--- config.mk ---
export PLATFORM = sky130hd
export DESIGN_NAME = load_response_unit
export DESIGN_NICKNAME = d
export VERILOG_FILES = /design/src/rtl/load_response_unit_pkg.sv /design/src/rtl/load_meta_fifo.sv /design/src/rtl/load_response_unit.sv
export SDC_FILE = /design/constraint.sdc
export NUM_CORES = 1
export LEC_CHECK = 0
export ABC_AREA = 1
export BUFFER_PORTS_ARGS = -buffer_cell sky130_fd_sc_hd__buf_2
export CORE_AREA = 2 2 137 139
export CTS_BUF_LIST = sky130_fd_sc_hd__clkbuf_8
export DETAILED_ROUTE_END_ITERATION = 6
export DIE_AREA = 0 0 139 141
export SLEW_MARGIN = 15
export SYNTH_ARGS = -nofsm -noshare
export SYNTH_HDL_FRONTEND = slang
export SYNTH_SLANG_ARGS = --single-unit
--- constraint.sdc ---
create_clock -name clk -period 2.8 [get_ports clk]
set_clock_uncertainty 0.05 [all_clocks]
set_input_delay 0.28 -clock clk [delete_from_list [all_inputs] [get_ports clk]]
set_output_delay 0.28 -clock clk [all_outputs]
set_load 0.01 [all_outputs]
--- src/rtl/load_response_unit_pkg.sv ---
// Shared load-path types and constants for the load response unit.
// Holds funct3 encodings, the per-load metadata record and the legality rule.
package load_response_unit_pkg;

    localparam logic [2:0] FUNCT3_LB  = 3'b000;
    localparam logic [2:0] FUNCT3_LH  = 3'b001;
    localparam logic [2:0] FUNCT3_LW  = 3'b010;
    localparam logic [2:0] FUNCT3_LBU = 3'b100;
    localparam logic [2:0] FUNCT3_LHU = 3'b101;
    localparam logic [6:0] OPC_LOAD   = 7'b0000011;

    typedef struct packed {
        logic [2:0] funct3;
        logic [1:0] lsb;
        logic [4:0] rd;
    } load_meta_t;

    // A load is legal when its funct3 is known and the address is naturally aligned.
    function automatic logic is_legal_load(input logic [2:0] funct3, input logic [1:0] lsb);
        logic ok_s;
        case (funct3)
            FUNCT3_LB, FUNCT3_LBU: ok_s = 1'b1;
            FUNCT3_LH, FUNCT3_LHU: ok_s = ~lsb[0];
            FUNCT3_LW:             ok_s = (lsb == 2'b00);
            default:               ok_s = 1'b0;
        endcase
        return ok_s;
    endfunction

endpackage

--- src/rtl/load_meta_fifo.sv ---
// In-order metadata FIFO for outstanding loads; flush empties it in one cycle.
// A push is taken while full only when a pop happens in the same cycle.
module load_meta_fifo
    import load_response_unit_pkg::*;
#(
    parameter int DEPTH = 2
) (
    input  logic                     clk,
    input  logic                     rst_n,
    input  logic                     push,
    input  load_meta_t               push_meta,
    input  logic                     pop,
    input  logic                     flush,
    output load_meta_t               head_meta,
    output logic                     full,
    output logic                     empty,
    output logic [$clog2(DEPTH):0]   count
);

    localparam int PW = $clog2(DEPTH);
    localparam int CW = PW + 1;

    load_meta_t          mem_r [DEPTH];
    logic [PW-1:0]       wr_ptr_r;
    logic [PW-1:0]       rd_ptr_r;
    logic [CW-1:0]       count_r;
    logic                push_en_s;
    logic                pop_en_s;

    // Qualify push/pop against occupancy and derive status flags.
    always_comb begin
        full      = (count_r == CW'(DEPTH));
        empty     = (count_r == {CW{1'b0}});
        count     = count_r;
        head_meta = mem_r[rd_ptr_r];
        pop_en_s  = pop && !empty;
        push_en_s = push && (!full || pop_en_s);
    end

    // Pointer and occupancy update; flush wins over push/pop.
    always_ff @(posedge clk or negedge rst_n) begin
        if (!rst_n) begin
            wr_ptr_r <= {PW{1'b0}};
            rd_ptr_r <= {PW{1'b0}};
            count_r  <= {CW{1'b0}};
        end else if (flush) begin
            wr_ptr_r <= {PW{1'b0}};
            rd_ptr_r <= {PW{1'b0}};
            count_r  <= {CW{1'b0}};
        end else begin
            if (push_en_s) begin
                wr_ptr_r <= wr_ptr_r + PW'(1);
            end
            if (pop_en_s) begin
                rd_ptr_r <= rd_ptr_r + PW'(1);
            end
            case ({push_en_s, pop_en_s})
                2'b10:   count_r <= count_r + CW'(1);
                2'b01:   count_r <= count_r - CW'(1);
                default: count_r <= count_r;
            endcase
        end
    end

    // Entry storage.
    always_ff @(posedge clk or negedge rst_n) begin
        if (!rst_n) begin
            for (int i = 0; i < DEPTH; i++) begin
                mem_r[i] <= '0;
            end
        end else if (push_en_s && !flush) begin
            mem_r[wr_ptr_r] <= push_meta;
        end
    end

endmodule

--- src/rtl/load_response_unit.sv ---
// Load response unit: issues aligned reads, tracks outstanding loads in order and
// returns a registered, extended writeback beat; illegal loads return a fault beat.
module load_response_unit
    import load_response_unit_pkg::*;
#(
    parameter int DATA_W = 32,
    parameter int ADDR_W = 32,
    parameter int DEPTH  = 2
) (
    input  logic              clk,
    input  logic              rst_n,
    input  logic              req_valid,
    output logic              req_ready,
    input  logic [ADDR_W-1:0] req_addr,
    input  logic [2:0]        req_funct3,
    input  logic [4:0]        req_rd,
    input  logic              flush,
    output logic              mem_req_valid,
    input  logic              mem_req_ready,
    output logic [ADDR_W-1:0] mem_req_addr,
    input  logic              mem_resp_valid,
    input  logic [DATA_W-1:0] mem_resp_data,
    output logic              wb_valid,
    output logic [DATA_W-1:0] wb_data,
    output logic [4:0]        wb_rd,
    output logic              wb_fault,
    output logic              resp_err
);

    localparam int CW = $clog2(DEPTH) + 1;

    load_meta_t       head_s;
    load_meta_t       push_meta_s;
    logic             full_s;
    logic             empty_s;
    logic [CW-1:0]    count_s;
    logic [CW-1:0]    drop_cnt_r;
    logic [CW-1:0]    drop_nxt_s;
    logic [CW-1:0]    outstanding_s;
    logic             legal_s;
    logic             idle_s;
    logic             pop_s;
    logic             send_s;
    logic             push_s;
    logic             flt_acc_s;
    logic             stray_s;

    // Select and extend the addressed byte/half/word from an aligned memory word.
    function automatic logic [DATA_W-1:0] extract_load(input logic [2:0]        funct3,
                                                       input logic [1:0]        lsb,
                                                       input logic [DATA_W-1:0] word);
        logic [7:0]        byte_s;
        logic [15:0]       half_s;
        logic [DATA_W-1:0] res_s;
        case (lsb)
            2'b00:   byte_s = word[7:0];
            2'b01:   byte_s = word[15:8];
            2'b10:   byte_s = word[23:16];
            default: byte_s = word[31:24];
        endcase
        half_s = lsb[1] ? word[31:16] : word[15:0];
        case (funct3)
            FUNCT3_LB:  res_s = {{(DATA_W-8){byte_s[7]}}, byte_s};
            FUNCT3_LH:  res_s = {{(DATA_W-16){half_s[15]}}, half_s};
            FUNCT3_LW:  res_s = word;
            FUNCT3_LBU: res_s = {{(DATA_W-8){1'b0}}, byte_s};
            FUNCT3_LHU: res_s = {{(DATA_W-16){1'b0}}, half_s};
            default:    res_s = {DATA_W{1'b0}};
        endcase
        return res_s;
    endfunction

    load_meta_fifo #(.DEPTH(DEPTH)) u_fifo (
        .clk       (clk),
        .rst_n     (rst_n),
        .push      (push_s),
        .push_meta (push_meta_s),
        .pop       (pop_s),
        .flush     (flush),
        .head_meta (head_s),
        .full      (full_s),
        .empty     (empty_s),
        .count     (count_s)
    );

    // Request-side handshake; outputs are forced low while reset is asserted.
    always_comb begin
        legal_s       = is_legal_load(req_funct3, req_addr[1:0]);
        idle_s        = !flush && (drop_cnt_r == {CW{1'b0}});
        pop_s         = mem_resp_valid && !empty_s && idle_s;
        send_s        = rst_n && req_valid && legal_s && (!full_s || pop_s) && idle_s;
        push_s        = send_s && mem_req_ready;
        // Faulting loads wait for a quiet pipe so their beat cannot collide with data.
        flt_acc_s     = rst_n && req_valid && !legal_s && empty_s && !mem_resp_valid && idle_s;
        mem_req_valid = send_s;
        req_ready     = push_s || flt_acc_s;
        mem_req_addr  = rst_n ? {req_addr[ADDR_W-1:2], 2'b00} : {ADDR_W{1'b0}};
        push_meta_s   = '{funct3: req_funct3, lsb: req_addr[1:0], rd: req_rd};
    end

    // Responses still owed by memory for flushed loads must be swallowed.
    always_comb begin
        outstanding_s = drop_cnt_r + count_s;
        stray_s       = mem_resp_valid && (outstanding_s == {CW{1'b0}});
        if (flush) begin
            drop_nxt_s = (mem_resp_valid && !stray_s) ? outstanding_s - CW'(1) : outstanding_s;
        end else if (mem_resp_valid && (drop_cnt_r != {CW{1'b0}})) begin
            drop_nxt_s = drop_cnt_r - CW'(1);
        end else begin
            drop_nxt_s = drop_cnt_r;
        end
    end

    // Drop counter and sticky stray-response flag.
    always_ff @(posedge clk or negedge rst_n) begin
        if (!rst_n) begin
            drop_cnt_r <= {CW{1'b0}};
            resp_err   <= 1'b0;
        end else begin
            drop_cnt_r <= drop_nxt_s;
            if (stray_s) begin
                resp_err <= 1'b1;
            end
        end
    end

    // Registered writeback beat: load data on a popped response, or a fault beat.
    always_ff @(posedge clk or negedge rst_n) begin
        if (!rst_n) begin
            wb_valid <= 1'b0;
            wb_data  <= {DATA_W{1'b0}};
            wb_rd    <= 5'd0;
            wb_fault <= 1'b0;
        end else if (pop_s) begin
            wb_valid <= 1'b1;
            wb_data  <= extract_load(head_s.funct3, head_s.lsb, mem_resp_data);
            wb_rd    <= head_s.rd;
            wb_fault <= 1'b0;
        end else if (flt_acc_s) begin
            wb_valid <= 1'b1;
            wb_data  <= {DATA_W{1'b0}};
            wb_rd    <= req_rd;
            wb_fault <= 1'b1;
        end else begin
            wb_valid <= 1'b0;
        end
    end

endmodule

==> flow_summary_export.csv <==
group,metric,value,unit
floorplanning,initial_core_util,24.25,%
sta,clock.fmax,432.2,MHz
clock_tree,clkSinkCount,66,
pwr,powerDensity,680.1,nW/um^2
sta,timing.final.crit_share,82.63,%
floorplanning,ios,152,
sta,drv_slew,0,
worst_setup_path,cp_common_cell,"nand2_1",
sta,tightest_slew,0.5774,ns
logic_synthesis,synth_area_leaders,"dfrtp_1 (37%), nand2_1 (24%), nand3_1 (8.9%), inv_1 (8.3%), nor2_1 (5.8%)",
global_routing,grt_antenna_before_repair,0,
worst_setup_path,worst_setup_path_start_kind,"flip-flop",
clock_tree,post_cts_buffers,0,
run,cap_violations,0,
pwr,peakVddDrop,0.2662,mV
place,dp_slack,0.3559,ns
worst_setup_path,cp_data_required_time,2.47,ns
global_routing,grt_start_max_net_pins,97,
global_routing,grt_pass1_vias,4265,
clock_tree,cts.reportedPaths.clkPinSlew,0.08,ns
global_routing,track_usage,14.88,%
drt,drc_errors,0,
finish,syn_to_final_growth,26.10,%
finish,n_antenna_cell,0,
sta,rsz0062_at_grt,"no",
place,portBuffers,149,
finish,layout_common_cells,"nand2_1 (288), buf_2 (148), inv_1 (99)",
clock_tree,root_buffer,"clkbuf_8",
logic_synthesis,ys_ff_latch,66,
drt,vias_per_cell,4.344,
drt,routed_wl,14580,um
floorplanning,die_area,19600,um^2
floorplanning,core,18270,um^2
sta,layout_setup_ws,0.4865,ns
floorplanning,die_w,139,um
worst_setup_path,criticalPathCategory,"flip-flop to primary output",
clock_tree,h-tree-depth,3,
place,gp_congestion,0.9422,
drt,wire_per_inst,13.46,um
pwr,leakage,3.594,nW
worst_setup_path,worst_ep_arrival_time,1.98,ns
finish,fillers,2081,
drt,drtIter0Drc,346,
sta,max-slew-margin-rel,61.47,%
global_routing,grt-ovfl-total,0,
finish,fin_nets,925,
global_routing,grt_first_pass_wirelength,23040,um
clock_tree,cts_tree,"yes",
logic_synthesis,synth.avg_cell_area,6.265,um^2
floorplanning,num_rows,50,
logic_synthesis,ys_types,31,
clock_tree,clock_path_buffers,2,
worst_setup_path,endpoint_kind,"primary output",
outcome,status,"finished clean",
worst_setup_path,max_stage_delay,0.40,ns
drt,dr.pass1.iters,5,
worst_setup_path,crit_fanout,8,
drt,ant_nets,0,
worst_setup_path,crit_path_cell_trace,"inv_1 > ha_1 > nand2_1 > nor2_1 > nand4_1 > nand2_1 > buf_2",
logic_synthesis,synth_warnings,0,
drt,vias,4705,
clock_tree,cts_made_buffers,9,
sta,min_period,2.314,ns
floorplanning,die_h,141,um
logic_synthesis,synth_top_area_cell,"dfrtp_1",
place,post-dp-hpwl,10740,um
sta,fin_tns_setup,0,ns
logic_synthesis,synth.top_cell.area_share,37.29,%
sta,hold_viol_final,0,
worst_hold_path,min_path_type,"primary input to flip-flop",
sta,finalSetupViolations,0,
pwr,fin_total_pwr,3.799,mW
logic_synthesis,synth.cell_area,4429,um^2
finish,final_common_cell,"nand2_1",
finish,drive_gt1_share,22.50,%
logic_synthesis,synthCells,707,
logic_synthesis,yosysSeqAreaShare,37.29,%
clock_tree,clkLatencyLatePin,0.37,ns
worst_setup_path,crit_path_top_delay_cell,"dfrtp_1",
==> final timing paths <==
path                                 start         endpoint  slack, ns  cells after the start
min in group asynchronous            rst_n       wb_data[2]       0.46                      3
hold reg to reg                   resp_err         resp_err       0.41                      1
setup / recovery             drop_cnt_r[0]        req_ready       0.49                      7
hold / removal              mem_resp_valid         resp_err       0.09                      2
max in group asynchronous            rst_n  u_fifo.rd_ptr_r       1.77                      3
setup reg to reg           u_fifo.rd_ptr_r      wb_data[15]       0.56                     10
==> Yosys cell counts <==
master	count
a31oi_1	5
nand4_1	2
nand2_1	288
xor2_1	3
nand2_2	3
xnor2_1	1
nor2_4	4
inv_2	2
dfrtp_1	66
buf_4	3
buf_2	10
o21ai_1	2
clkbuf_1	13
o21a_1	1
nor2_2	1
o21ai_2	2
nor3_1	2
nand3_2	2
or2_2	1
o21ai_0	24
inv_1	98
nor3b_1	1
buf_6	7
conb_1	1
ha_1	3
nor2_1	69
a21o_1	1
a21oi_1	11
nand2_4	1
nand3_1	79
buf_1	1
==> cell families (layout without fill, tap and decap cells) <==
family,count (synthesis),count (layout),synth area share (%)
AO/OA/AOI/OAI,46,46,5.622
AND/OR/NAND/NOR,453,453,42.29
flip-flops,66,66,37.29
other,1,2,0.08466
adder cells (fa/ha/maj),3,3,0.8475
buffers and inverters,134,275,13.08
XOR/XNOR,4,4,0.7911
==> power by group <==
group | switching [mW] | internal, mW | total [mW] | leakage [nW]
clock network | 0.427 | 0.500 | 0.927 | 0.107
registers | 0.125 | 1.16 | 1.29 | 0.864
logic | 1.01 | 0.577 | 1.59 | 2.62
total | 1.56 | 2.24 | 3.80 | 3.59
==> final cells by class <==
| cell class | count | area [um^2] | share of cell area (%) |
|---|---|---|---|
| Multi-Input combinational cell | 508 | 2210 | 39.56 |
| Sequential cell | 66 | 1653 | 29.59 |
| Timing Repair Buffer | 159 | 838.3 | 15.01 |
| Inverter | 100 | 375.4 | 6.720 |
| Tap cell | 234 | 292.8 | 5.242 |
| Clock buffer | 9 | 123.9 | 2.218 |
| Clock inverter | 7 | 92.59 | 1.658 |
==> timing repair <==
item	CTS	global route
hold endpoints to repair	53	0
setup endpoints to repair	0	2
gates resized for setup	0	1
hold buffers	1	0
==> stage by stage <==
step	hold slack, ns	cell area (um^2)	utilization [%]	cells
floorplan	-0.06559	4433	-	708
global placement	0.3878	5358	29.33	1066
detailed placement	0.3874	5358	29.33	1066
CTS	0.07564	5584	30.57	1083
global route	0.08346	5585	30.58	1083
finish	0.09283	5585	30.58	1083
==> state kept, by name (all words and copies together), names as in the netlist, 2 cells and up <==
register	flops
wb_data	32
u_fifo.mem_r	20
wb_rd	5
drop_cnt_r	2
u_fifo.count	2
==> worst max-delay path, delay by kind of cell (launching register included) <==
family | cells | cell delay [ns]
DFF | 1 | 0.40
buffers and inverters | 2 | 0.24
adders and majority gates | 1 | 0.19
and+or+nand+nor | 4 | 0.79
==> per-layer routing <==
| layer | up-vias | share of wire, % | GRT usage (%) |
|---|---|---|---|
| met3 | 12 | 8.0 | 4.382 |
| met2 | 189 | 46 | 23.54 |
| li1 | 2416 | - | - |
| met5 | - | 0 | 0 |
| met4 | 0 | 1.4 | 4.200 |
| met1 | 2088 | 45 | 19.83 |
No activity file was read; power rests on OpenSTA's default activity.
